`config.mk`:
```
export PLATFORM = sky130hd
export DESIGN_NAME = mdu_ctrl
export DESIGN_NICKNAME = d
export VERILOG_FILES = /design/src/rtl/mdu_ctrl_pkg.sv /design/src/rtl/mdu_ctrl_div.sv /design/src/rtl/mdu_ctrl.sv
export SDC_FILE = /design/constraint.sdc
export NUM_CORES = 2
export LEC_CHECK = 0
export ABC_AREA = 1
export ABC_CLOCK_PERIOD_IN_PS = 6600
export BUFFER_PORTS_ARGS = -buffer_cell sky130_fd_sc_hd__buf_2
export CAP_MARGIN = 20
export CORE_ASPECT_RATIO = 1.1
export CORE_MARGIN = 2
export CORE_UTILIZATION = 45
export CTS_BUF_LIST = sky130_fd_sc_hd__clkbuf_2
export DETAILED_ROUTE_END_ITERATION = 16
export PLACE_DENSITY = 0.6
export SYNTH_ARGS = -nofsm -noshare
export SYNTH_HDL_FRONTEND = slang
export SYNTH_HIERARCHICAL = 1
export SYNTH_SLANG_ARGS = --single-unit
```
`constraint.sdc`:
```
create_clock -name clk -period 6.6 [get_ports clk]
set_input_delay 1.32 -clock clk [delete_from_list [all_inputs] [get_ports clk]]
set_output_delay 1.32 -clock clk [all_outputs]
set_load 0.01 [all_outputs]
```
`src/rtl/mdu_ctrl_pkg.sv`:
```
// Shared constants for the multiply/divide unit: op one-hot layout,
// sequencer state encoding and a small two's-complement helper.
package mdu_ctrl_pkg;

    localparam int XLEN   = 32;
    localparam int MDOP_W = 8;
    localparam int CNT_W  = 6;

    // Bit positions inside the MDU op one-hot.
    localparam int OP_MULT  = 0;
    localparam int OP_MULTU = 1;
    localparam int OP_DIV   = 2;
    localparam int OP_DIVU  = 3;
    localparam int OP_MFHI  = 4;
    localparam int OP_MFLO  = 5;
    localparam int OP_MTHI  = 6;
    localparam int OP_MTLO  = 7;

    typedef enum logic [1:0] {
        MDU_IDLE = 2'd0,
        MDU_MUL  = 2'd1,
        MDU_DIV  = 2'd2,
        MDU_DONE = 2'd3
    } mdu_state_e;

    // Two's-complement negate when neg is set; used for operand magnitudes
    // and for the signed-divide result fixup.
    function automatic logic [XLEN-1:0] neg_if(input logic neg, input logic [XLEN-1:0] v);
        return neg ? (~v + XLEN'(1)) : v;
    endfunction

endpackage

```
`src/rtl/mdu_ctrl_div.sv`:
```
// Restoring radix-2 divider datapath. Holds the partial remainder, the
// quotient/dividend shift register and the divisor. Sequenced entirely by
// start_i/step_i from the MDU controller; it has no state machine of its own.
module div_iter
    import mdu_ctrl_pkg::*;
#(
    parameter int WIDTH = XLEN
) (
    input  logic             clk,
    input  logic             rst,
    input  logic             start_i,
    input  logic             step_i,
    input  logic [WIDTH-1:0] dividend_i,
    input  logic [WIDTH-1:0] divisor_i,
    output logic [WIDTH-1:0] quo_o,
    output logic [WIDTH-1:0] rem_o
);

    logic [WIDTH:0]   rem_q;
    logic [WIDTH-1:0] quo_q;
    logic [WIDTH-1:0] dvs_q;

    logic [WIDTH+1:0] shifted;
    logic [WIDTH+1:0] diff;

    // Trial subtraction of the divisor from the remainder shifted left by one.
    always_comb begin
        shifted = {rem_q, quo_q[WIDTH-1]};
        diff    = shifted - {2'b00, dvs_q};
    end

    // Load operands on start; otherwise retire one quotient bit per step.
    always_ff @(posedge clk) begin
        if (rst) begin
            rem_q <= '0;
            quo_q <= '0;
            dvs_q <= '0;
        end else if (start_i) begin
            rem_q <= '0;
            quo_q <= dividend_i;
            dvs_q <= divisor_i;
        end else if (step_i) begin
            if (!diff[WIDTH+1]) begin
                rem_q <= diff[WIDTH:0];
                quo_q <= {quo_q[WIDTH-2:0], 1'b1};
            end else begin
                rem_q <= shifted[WIDTH:0];
                quo_q <= {quo_q[WIDTH-2:0], 1'b0};
            end
        end
    end

    assign quo_o = quo_q;
    assign rem_o = rem_q[WIDTH-1:0];

endmodule

```
`src/rtl/mdu_ctrl.sv`:
```
// Multiply/divide sequencer for the execute stage. Owns HI/LO, runs
// MULT/MULTU through a registered multiplier and DIV/DIVU through the
// iterative divider, and serves MFHI/MFLO/MTHI/MTLO in one cycle.
module mdu_ctrl
    import mdu_ctrl_pkg::*;
#(
    parameter int DIV_STEPS = 32
) (
    input  logic              clk,
    input  logic              rst,
    input  logic              mdu_flush_i,
    input  logic              mdu_stall_i,
    input  logic [MDOP_W-1:0] mdu_op_i,
    input  logic [XLEN-1:0]   mdu_opr1_i,
    input  logic [XLEN-1:0]   mdu_opr2_i,
    output logic [XLEN-1:0]   mdu_res_o,
    output logic              mdu_stallreq_o,
    output logic [XLEN-1:0]   mdu_hi_o,
    output logic [XLEN-1:0]   mdu_lo_o
);

    localparam logic [CNT_W-1:0] LAST_STEP = CNT_W'(DIV_STEPS - 1);

    mdu_state_e        state_q;
    logic [CNT_W-1:0]  cnt_q;
    logic [XLEN-1:0]   hi_q;
    logic [XLEN-1:0]   lo_q;
    logic [XLEN-1:0]   mul_a_q;
    logic [XLEN-1:0]   mul_b_q;
    logic              mul_signed_q;
    logic [2*XLEN-1:0] prod_q;
    logic              is_div_q;
    logic              sign1_q;
    logic              sign2_q;

    logic              op_mul;
    logic              op_div;
    logic              div_start;
    logic              div_step;
    logic [XLEN-1:0]   div_dividend;
    logic [XLEN-1:0]   div_divisor;
    logic [XLEN-1:0]   div_quo;
    logic [XLEN-1:0]   div_rem;
    logic [XLEN-1:0]   quo_fix;
    logic [XLEN-1:0]   rem_fix;
    logic [2*XLEN-1:0] mul_a_ext;
    logic [2*XLEN-1:0] mul_b_ext;

    assign op_mul = mdu_op_i[OP_MULT] | mdu_op_i[OP_MULTU];
    assign op_div = mdu_op_i[OP_DIV]  | mdu_op_i[OP_DIVU];

    // Divider sees operand magnitudes; signs are re-applied on the result.
    assign div_dividend = neg_if(mdu_op_i[OP_DIV] & mdu_opr1_i[XLEN-1], mdu_opr1_i);
    assign div_divisor  = neg_if(mdu_op_i[OP_DIV] & mdu_opr2_i[XLEN-1], mdu_opr2_i);
    assign div_start    = (state_q == MDU_IDLE) & op_div & ~mdu_flush_i;
    assign div_step     = (state_q == MDU_DIV) & ~mdu_flush_i;

    // Quotient flips when operand signs differ; remainder follows the dividend.
    assign quo_fix = neg_if(sign1_q ^ sign2_q, div_quo);
    assign rem_fix = neg_if(sign1_q, div_rem);

    // Sign- or zero-extend to 64 bits so one multiplier serves MULT and MULTU.
    assign mul_a_ext = {{XLEN{mul_signed_q & mul_a_q[XLEN-1]}}, mul_a_q};
    assign mul_b_ext = {{XLEN{mul_signed_q & mul_b_q[XLEN-1]}}, mul_b_q};

    div_iter #(
        .WIDTH(XLEN)
    ) u_div_iter (
        .clk        (clk),
        .rst        (rst),
        .start_i    (div_start),
        .step_i     (div_step),
        .dividend_i (div_dividend),
        .divisor_i  (div_divisor),
        .quo_o      (div_quo),
        .rem_o      (div_rem)
    );

    // Sequencer: accepts MDU ops in IDLE, runs MUL/DIV, commits HI/LO from DONE.
    always_ff @(posedge clk) begin
        // NOTE: every register here uses <= so all of them sample the same pre-edge values.
        if (rst) begin
            state_q      <= MDU_IDLE;
            cnt_q        <= '0;
            hi_q         <= '0;
            lo_q         <= '0;
            mul_a_q      <= '0;
            mul_b_q      <= '0;
            mul_signed_q <= 1'b0;
            prod_q       <= '0;
            is_div_q     <= 1'b0;
            sign1_q      <= 1'b0;
            sign2_q      <= 1'b0;
        end else if (mdu_flush_i) begin
            state_q <= MDU_IDLE;
        end else begin
            case (state_q)
                MDU_IDLE: begin
                    if (op_mul) begin
                        mul_a_q      <= mdu_opr1_i;
                        mul_b_q      <= mdu_opr2_i;
                        mul_signed_q <= mdu_op_i[OP_MULT];
                        is_div_q     <= 1'b0;
                        state_q      <= MDU_MUL;
                    end else if (op_div) begin
                        sign1_q  <= mdu_op_i[OP_DIV] & mdu_opr1_i[XLEN-1];
                        sign2_q  <= mdu_op_i[OP_DIV] & mdu_opr2_i[XLEN-1];
                        cnt_q    <= '0;
                        is_div_q <= 1'b1;
                        state_q  <= MDU_DIV;
                    end else if (!mdu_stall_i) begin
                        if (mdu_op_i[OP_MTHI]) hi_q <= mdu_opr1_i;
                        if (mdu_op_i[OP_MTLO]) lo_q <= mdu_opr1_i;
                    end
                end
                MDU_MUL: begin
                    prod_q  <= mul_a_ext * mul_b_ext;
                    state_q <= MDU_DONE;
                end
                MDU_DIV: begin
                    cnt_q <= cnt_q + CNT_W'(1);
                    if (cnt_q == LAST_STEP) state_q <= MDU_DONE;
                end
                MDU_DONE: begin
                    if (!mdu_stall_i) begin
                        hi_q    <= is_div_q ? rem_fix : prod_q[2*XLEN-1:XLEN];
                        lo_q    <= is_div_q ? quo_fix : prod_q[XLEN-1:0];
                        state_q <= MDU_IDLE;
                    end
                end
                default: state_q <= MDU_IDLE;
            endcase
        end
    end

    assign mdu_stallreq_o = ~mdu_flush_i &
                            (((state_q == MDU_IDLE) & (op_mul | op_div)) |
                             (state_q == MDU_MUL) | (state_q == MDU_DIV));

    // MFHI/MFLO read HI/LO directly; every other op returns zero.
    always_comb begin
        // NOTE: the default assignment keeps this block free of inferred latches.
        mdu_res_o = '0;
        if (mdu_op_i[OP_MFHI])      mdu_res_o = hi_q;
        else if (mdu_op_i[OP_MFLO]) mdu_res_o = lo_q;
    end

    assign mdu_hi_o = hi_q;
    assign mdu_lo_o = lo_q;

endmodule

```
; ---- Word-level counts from Yosys, hierarchy flattened
; Cells that the tools add are included.
[totals]
latchBits = 0
inputBits = 76
out_inout_bits = 97
n_memories = 0
reg_bits = 301
ramBits = 0
rom_bits = 0
[classes]
div = 0
addsub = 6
n_eq_ne = 13
shifts = 0
n_mul = 1
muxes = 34
n_bitwise = 21
order_cmp = 0
n_reduce_logical = 15
[op_table]
columns = cell, n
row1 = $mux W32, 20
row2 = $add A32 B1 Y32 const B, 4
row3 = $not A32 Y32, 4
row4 = $pmux W32 S2, 2
row5 = $mul A33 B33 Y64, 1
row6 = $sub A34 B32 Y34, 1
row7 = $mux W33, 1
row8 = $ne A2 B2 Y1 const B, 8
row9 = $reduce_and A7 Y1, 2
row10 = $mux W6, 2
row11 = $pmux W6 S2, 1
row12 = $and A1 B1 Y1, 9
row13 = $reduce_and A3 Y1, 3
row14 = $mux W2, 4
row15 = $pmux W2 S4, 1
row16 = $reduce_and A4 Y1, 2
row17 = $reduce_bool A2 Y1, 4
row18 = $add A6 B1 Y6 const B, 1
row19 = $eq A6 B5 Y1 const B, 1
row20 = $or A1 B1 Y1, 5
row21 = $eq A2 B2 Y1 const B, 2
row22 = $reduce_or A2 Y1, 2
row23 = $mux W1, 3
row24 = $ne A3 B3 Y1 const B, 1
row25 = 5 further kinds, 6

; ---- Longest topological paths before layout
[depth]
ltp_word = 6
mapped_depth = 34
mapped_depth_nobuf = 32

; ---- Cells and area by module
; Netlist, hierarchy kept.
[modules_own_cells]
columns = mod, cells_per_inst, seq_area_each_um2, area_per_inst_um2, instances
row1 = mdu_ctrl, 6874, 4083.9, 51735.9, 1
row2 = div_iter, 1196, 1941.9, 7313.3, 1

; ---- Worst setup path before layout
; Ideal clock, no wire load.
[synth_path]
kind = flip-flop to flip-flop
from = register mul_a_q[31]
to = register prod_q[55]
n_path_buf = 2
stages_incl_launch_ff = 27
setup_ns = 0.115
setup_slack_ns = -0.630
arrival_time_ns = 7.115
path_cell_list = dfxtp_1 buf_2 nand2_1 clkbuf_1 nor2_1 fa_1 inv_1 fa_1 inv_1 fa_1 inv_1 fa_1 fa_1 fa_1 fa_1 fa_1 inv_1 ha_1 nand2_1 nor2_1 inv_1 nor4_1 nand3_1 nand3_1 nor2_1 o21ai_0 inv_1
[synth_via]
elab_chain_len = 2
[synth_rtl]
columns = element, line_no
row1 = from (decl), mdu_ctrl.sv:28  ; logic [XLEN-1:0] mul_a_q;
row2 = from (signal assigned), mdu_ctrl.sv:100  ; mul_a_q <= mdu_opr1_i;
row3 = $and A1 B1 Y1, mdu_ctrl.sv:63  ; assign mul_a_ext = {{XLEN{mul_signed_q & mul_a_q[XLEN-1]}}, mul_a_q};
row4 = $mul A33 B33 Y64 *, mdu_ctrl.sv:117  ; prod_q <= mul_a_ext * mul_b_ext;
row5 = to (signal assigned), mdu_ctrl.sv:117
row6 = to (decl), mdu_ctrl.sv:31  ; logic [2*XLEN-1:0] prod_q;
; Mark *: on every way between the ends. The rest lies on a longest branch, timed or not.
; A chain may end at the register's enable or synchronous reset.

; ---- Worst setup path after layout
[layout_path]
from = register mul_a_q[31]
to = register prod_q[62]
; Same word-level chain as after synthesis.

==> impl_metrics.sql <==
INSERT INTO impl_metrics (metric_group, metric, value, unit) VALUES
('timing', 'unrepaired_setup_endpoints_after_global_routing', 'yes', ''),
('placement', 'dpl_cell_area', '66300', 'um^2'),
('cells_and_area', 'multiInputGateArea', '47000', 'um^2'),
('cells_and_area', 'share_of_layout_cells_above_drive_strength_1', '21.1', '%'),
('timing', 'final-setup-viol-count', '41', ''),
('timing', 'timing.final.crit_period', '7.13', 'ns'),
('clocking', 'cts.sinks', '301', ''),
('timing', 'count_of_final_max_slew_check_failures', '0', ''),
('cells_and_area', 'num-nets-final', '10100', ''),
('timing', 'whs', '0.300', 'ns'),
('timing', 'max_freq', '0.140', 'GHz'),
('global_route', 'grt_first_pass_wirelength', '329000', 'um'),
('run_status', 'status', 'finished, violations left', ''),
('cells_and_area', 'num-fill-cells', '12400', ''),
('synth', 'netlist-cell-type-count', '57', ''),
('setup_path', 'cp_num_buf_inv', '9', ''),
('pwr', 'power_switching_share', '52.2', '%'),
('global_route', 'first_global_vias', '56100', ''),
('setup_path', 'cpLargestDelayFamily', 'adder cells', ''),
('timing', 'setup_ws', '-0.532', 'ns'),
('setup_path', 'cpMostUsedCell', 'sky130_fd_sc_hd__fa_2', ''),
('run_status', 'failed_checks', 'negative setup slack', ''),
('synth', 'synth-edff-count', '0', ''),
('setup_path', 'critical_path.max_stage_delay', '0.72', 'ns'),
('setup_path', 'critPathSlowestCell', 'sky130_fd_sc_hd__fa_2', ''),
('global_route', 'antenna_found_initial', '15', ''),
('pwr', 'sequential_power_share', '12.9', '%'),
('floorplan', 'coreArea', '130000', 'um^2'),
('pwr', 'cell_area_power_density', '217', 'nW/um^2'),
('placement', 'routabilityCongestion', '0.957', ''),
('synth', 'syn_area_per_cell', '7.32', 'um^2'),
('setup_path', 'crit_type', 'register to register', ''),
('synth', 'synth_area', '59000', 'um^2'),
('clocking', 'clk_pin_slew', '0.11', 'ns'),
('pwr', 'clk_network_pwr_share', '9.8', '%'),
('floorplan', 'design.portCount', '173', ''),
('setup_path', 'endpoint_kind', 'register', ''),
('drt', 'drc_errors', '0', ''),
('floorplan', 'initial_core_util', '45.3', '%'),
('drt', 'average_routed_wire_per_standard_cell', '20.4', 'um'),
('timing', 'report.final.hold_viol_count', '0', ''),
('placement', 'placement.setup.worst_slack', '-0.792', 'ns'),
('floorplan', 'die_height', '384', 'um'),
('timing', 'worstMarginPinSlew', '1.04', 'ns'),
('cells_and_area', 'final_cell_area', '72200', 'um^2'),
('cells_and_area', 'area_growth_synth_to_finish', '22.3', '%'),
('pwr', 'comb_power_share', '77.3', '%'),
('synth', 'yosys_warnings', '6', ''),
('drt', 'viasPerCell', '5.15', ''),
('drt', 'num_vias', '53600', ''),
('timing', 'final_min_period_over_clock_period', '108', '%'),
('pwr', 'totalPowerFinal', '15.7', 'mW'),
('setup_path', 'crit_path_required_time', '7.81', 'ns'),
('synth', 'netlist_instances', '8070', ''),
('clocking', 'cts_root_buf', 'sky130_fd_sc_hd__clkbuf_2', ''),
('synth', 'yosysSeqAreaShare', '10.2', '%'),
('placement', 'dpl.cell_count', '10100', ''),
('global_route', 'grt_start_max_net_pins', '67', ''),
('clocking', 'clk_path_buf_depth', '3', ''),
('clocking', 'cts_hold_buffers', '0', ''),
('pwr', 'power.switching', '8.18', 'mW'),
('synth', 'dominantRegCellSynth', 'sky130_fd_sc_hd__dfxtp_1', ''),
('drt', 'number_of_nets_still_failing_antenna_checks_after_routing', '0', ''),
('clocking', 'clock_latency', '1.41', 'ns'),
('clocking', 'tritoncts', 'yes', ''),
('timing', 'fin_skew', '0.166', 'ns'),
('pwr', 'power.leakage', '38.1', 'nW'),
('synth', 'synth_seq_cells', '301', ''),
('drt', 'drt_wl_total', '212000', 'um'),
('setup_path', 'crit_path_max_fanout', '8', ''),
('setup_path', 'setup.worst_path.start_class', 'register', '');
[kinds of logic (layout without fill, tap and decap cells)]
family	Yosys count	in the layout	synth area share (%)
compound gates	849	849	7.95
fa+ha+maj	1380	1380	43.6
simple gates	2875	2876	19.8
flops	301	301	10.2
buf+inv	2530	3174	16.4
other cells	0	11	0
xor+xnor	135	135	2.03
[per-stage QoR]
step,utilization (%),TNS (ns)
2_1_floorplan,-,-0.780
3_3_place_gp,50.8,-24.70
3_5_place_dp,50.8,-25.76
4_1_cts,53.8,-11.07
5_1_grt,55.4,-21.49
6_report,55.4,-10.67
[synthesized netlist by cell type (5+ instances only)]
| master | number | area [um^2] |
|---|---|---|
| sky130_fd_sc_hd__o21bai_1 | 18 | 135 |
| sky130_fd_sc_hd__fa_1 | 1126 | 22500 |
| sky130_fd_sc_hd__nor2_2 | 13 | 81.3 |
| sky130_fd_sc_hd__a31oi_1 | 38 | 238 |
| sky130_fd_sc_hd__dfxtp_1 | 301 | 6030 |
| sky130_fd_sc_hd__o21ai_0 | 331 | 1660 |
| sky130_fd_sc_hd__buf_4 | 38 | 285 |
| sky130_fd_sc_hd__and2_1 | 5 | 31.3 |
| sky130_fd_sc_hd__nor3_2 | 6 | 60.1 |
| sky130_fd_sc_hd__nand2_2 | 8 | 50.1 |
| sky130_fd_sc_hd__ha_1 | 254 | 3180 |
| sky130_fd_sc_hd__nor2_1 | 500 | 1880 |
| sky130_fd_sc_hd__o221ai_1 | 24 | 210 |
| sky130_fd_sc_hd__a21o_1 | 8 | 60.1 |
| sky130_fd_sc_hd__nand3b_1 | 6 | 45.0 |
| sky130_fd_sc_hd__o21ai_2 | 7 | 61.3 |
| sky130_fd_sc_hd__clkinv_1 | 7 | 26.3 |
| sky130_fd_sc_hd__nand2_4 | 6 | 67.6 |
| sky130_fd_sc_hd__a22oi_1 | 12 | 90.1 |
| sky130_fd_sc_hd__a21oi_2 | 11 | 96.3 |
| sky130_fd_sc_hd__buf_2 | 23 | 115 |
| sky130_fd_sc_hd__nand3_2 | 16 | 160 |
| sky130_fd_sc_hd__inv_1 | 2078 | 7800 |
| sky130_fd_sc_hd__buf_1 | 11 | 41.3 |
| sky130_fd_sc_hd__a21oi_1 | 335 | 1680 |
| sky130_fd_sc_hd__xnor2_1 | 36 | 315 |
| sky130_fd_sc_hd__inv_2 | 10 | 37.5 |
| sky130_fd_sc_hd__nand2_1 | 1956 | 7340 |
| sky130_fd_sc_hd__nor3_1 | 34 | 170 |
| sky130_fd_sc_hd__or2_2 | 5 | 31.3 |
| sky130_fd_sc_hd__nor4_1 | 12 | 75.1 |
| sky130_fd_sc_hd__xor2_1 | 98 | 858 |
| sky130_fd_sc_hd__nand3_1 | 253 | 1270 |
| sky130_fd_sc_hd__o21ai_1 | 17 | 85.1 |
| sky130_fd_sc_hd__nand4_1 | 40 | 250 |
| sky130_fd_sc_hd__o211ai_1 | 33 | 248 |
| sky130_fd_sc_hd__clkbuf_1 | 357 | 1340 |
[timing repair]
item / 4_1_cts / 5_1_grt
gates cloned: 9 / 1
buffers inserted: 63 / 61
pin swaps: 173 / 230
gates resized for setup: 621 / 409
endpoints found under the setup margin: 46 / 50
[registers in the layout, indices dropped and copies added (netlist names)]
register / count
cnt_q: 6
prod_q: 64
is_div_q: 1
u_div_iter/quo_o: 32
u_div_iter/dvs_q: 32
u_div_iter/rem_q: 33
state_q: 2
sign1_q: 1
mdu_lo_o: 32
mul_a_q: 32
mdu_hi_o: 32
mul_signed_q: 1
mul_b_q: 32
sign2_q: 1
[path summary, 6_finish.rpt]
| path | endpoint | start | slack, ns | depth (start not counted) |
|---|---|---|---|---|
| max | prod_q[62] | mul_a_q[31] | -0.53 | 29 |
| min | mdu_hi_o[18] | mdu_opr1_i[18] | 0.30 | 3 |
| max reg2reg | prod_q[62] | mul_a_q[31] | -0.53 | 29 |
| min reg2reg | prod_q[2] | prod_q[2] | 0.47 | 2 |
[cell usage in the layout (no fill, tap or decap), types with 14 or more instances in the layout]
| cell | n |
|---|---|
| sky130_fd_sc_hd__ha_4 | 53 |
| sky130_fd_sc_hd__inv_2 | 116 |
| sky130_fd_sc_hd__nand2_4 | 56 |
| sky130_fd_sc_hd__nor3_2 | 14 |
| sky130_fd_sc_hd__o21ai_0 | 254 |
| sky130_fd_sc_hd__inv_1 | 1959 |
| sky130_fd_sc_hd__fa_1 | 1062 |
| sky130_fd_sc_hd__a21oi_2 | 45 |
| sky130_fd_sc_hd__buf_2 | 172 |
| sky130_fd_sc_hd__nor3_1 | 20 |
| sky130_fd_sc_hd__xor2_1 | 84 |
| sky130_fd_sc_hd__fa_2 | 64 |
| sky130_fd_sc_hd__dfxtp_1 | 276 |
| sky130_fd_sc_hd__nand2_2 | 70 |
| sky130_fd_sc_hd__nand4_1 | 40 |
| sky130_fd_sc_hd__o21ai_1 | 49 |
| sky130_fd_sc_hd__nor2_2 | 55 |
| sky130_fd_sc_hd__nor2_1 | 380 |
| sky130_fd_sc_hd__o221ai_1 | 24 |
| sky130_fd_sc_hd__dfxtp_2 | 15 |
| sky130_fd_sc_hd__clkbuf_2 | 120 |
| sky130_fd_sc_hd__a21oi_4 | 32 |
| sky130_fd_sc_hd__a21oi_1 | 272 |
| sky130_fd_sc_hd__o21ai_4 | 17 |
| sky130_fd_sc_hd__buf_12 | 105 |
| sky130_fd_sc_hd__nand3_2 | 32 |
| sky130_fd_sc_hd__xnor2_1 | 36 |
| sky130_fd_sc_hd__o21ai_2 | 35 |
| sky130_fd_sc_hd__nand3_1 | 229 |
| sky130_fd_sc_hd__a31oi_1 | 34 |
| sky130_fd_sc_hd__buf_4 | 558 |
| sky130_fd_sc_hd__buf_6 | 72 |
| sky130_fd_sc_hd__nor2_4 | 82 |
| sky130_fd_sc_hd__o211ai_1 | 33 |
| sky130_fd_sc_hd__ha_1 | 198 |
| sky130_fd_sc_hd__nand2_1 | 1835 |
| sky130_fd_sc_hd__clkinv_1 | 31 |
[metal layers]
layer	share of wire (%)	routed length (um)	GRT usage [%]	up-vias
met5	0.061	130	0	-
met4	4.5	9500	13.5	20
met3	6.2	13200	5.07	436
met2	50	105000	55.6	1666
met1	40	84300	40.0	26800
li1	-	-	-	24700
[worst min-delay path: stages]
cell and delay (ns):
sky130_fd_sc_hd__buf_2 0.15, sky130_fd_sc_hd__nand2_1 0.10, sky130_fd_sc_hd__a31oi_1 0.08
[power by group through the flow]
stage                     logic [mW]  clock network (mW)  registers, mW
after floorplan                 4.82                   0           2.00
after global placement          8.88                   0           2.06
after detailed placement        8.84                   0           2.06
after CTS                       11.0                1.59           2.03
after global routing            13.0                1.65           2.03
final                           12.1                1.53           2.02
[cell type report]
type,count,share of cell area (%)
flip-flops and latches,301,8.42
clock buffers,120,0.831
multi-input cells,5240,65.0
diodes,11,0.0381
clock inverters,35,0.227
well taps,1692,2.93
inverters,2095,10.9
repair buffers,924,11.6
No activity file was read; power rests on OpenSTA's default activity.
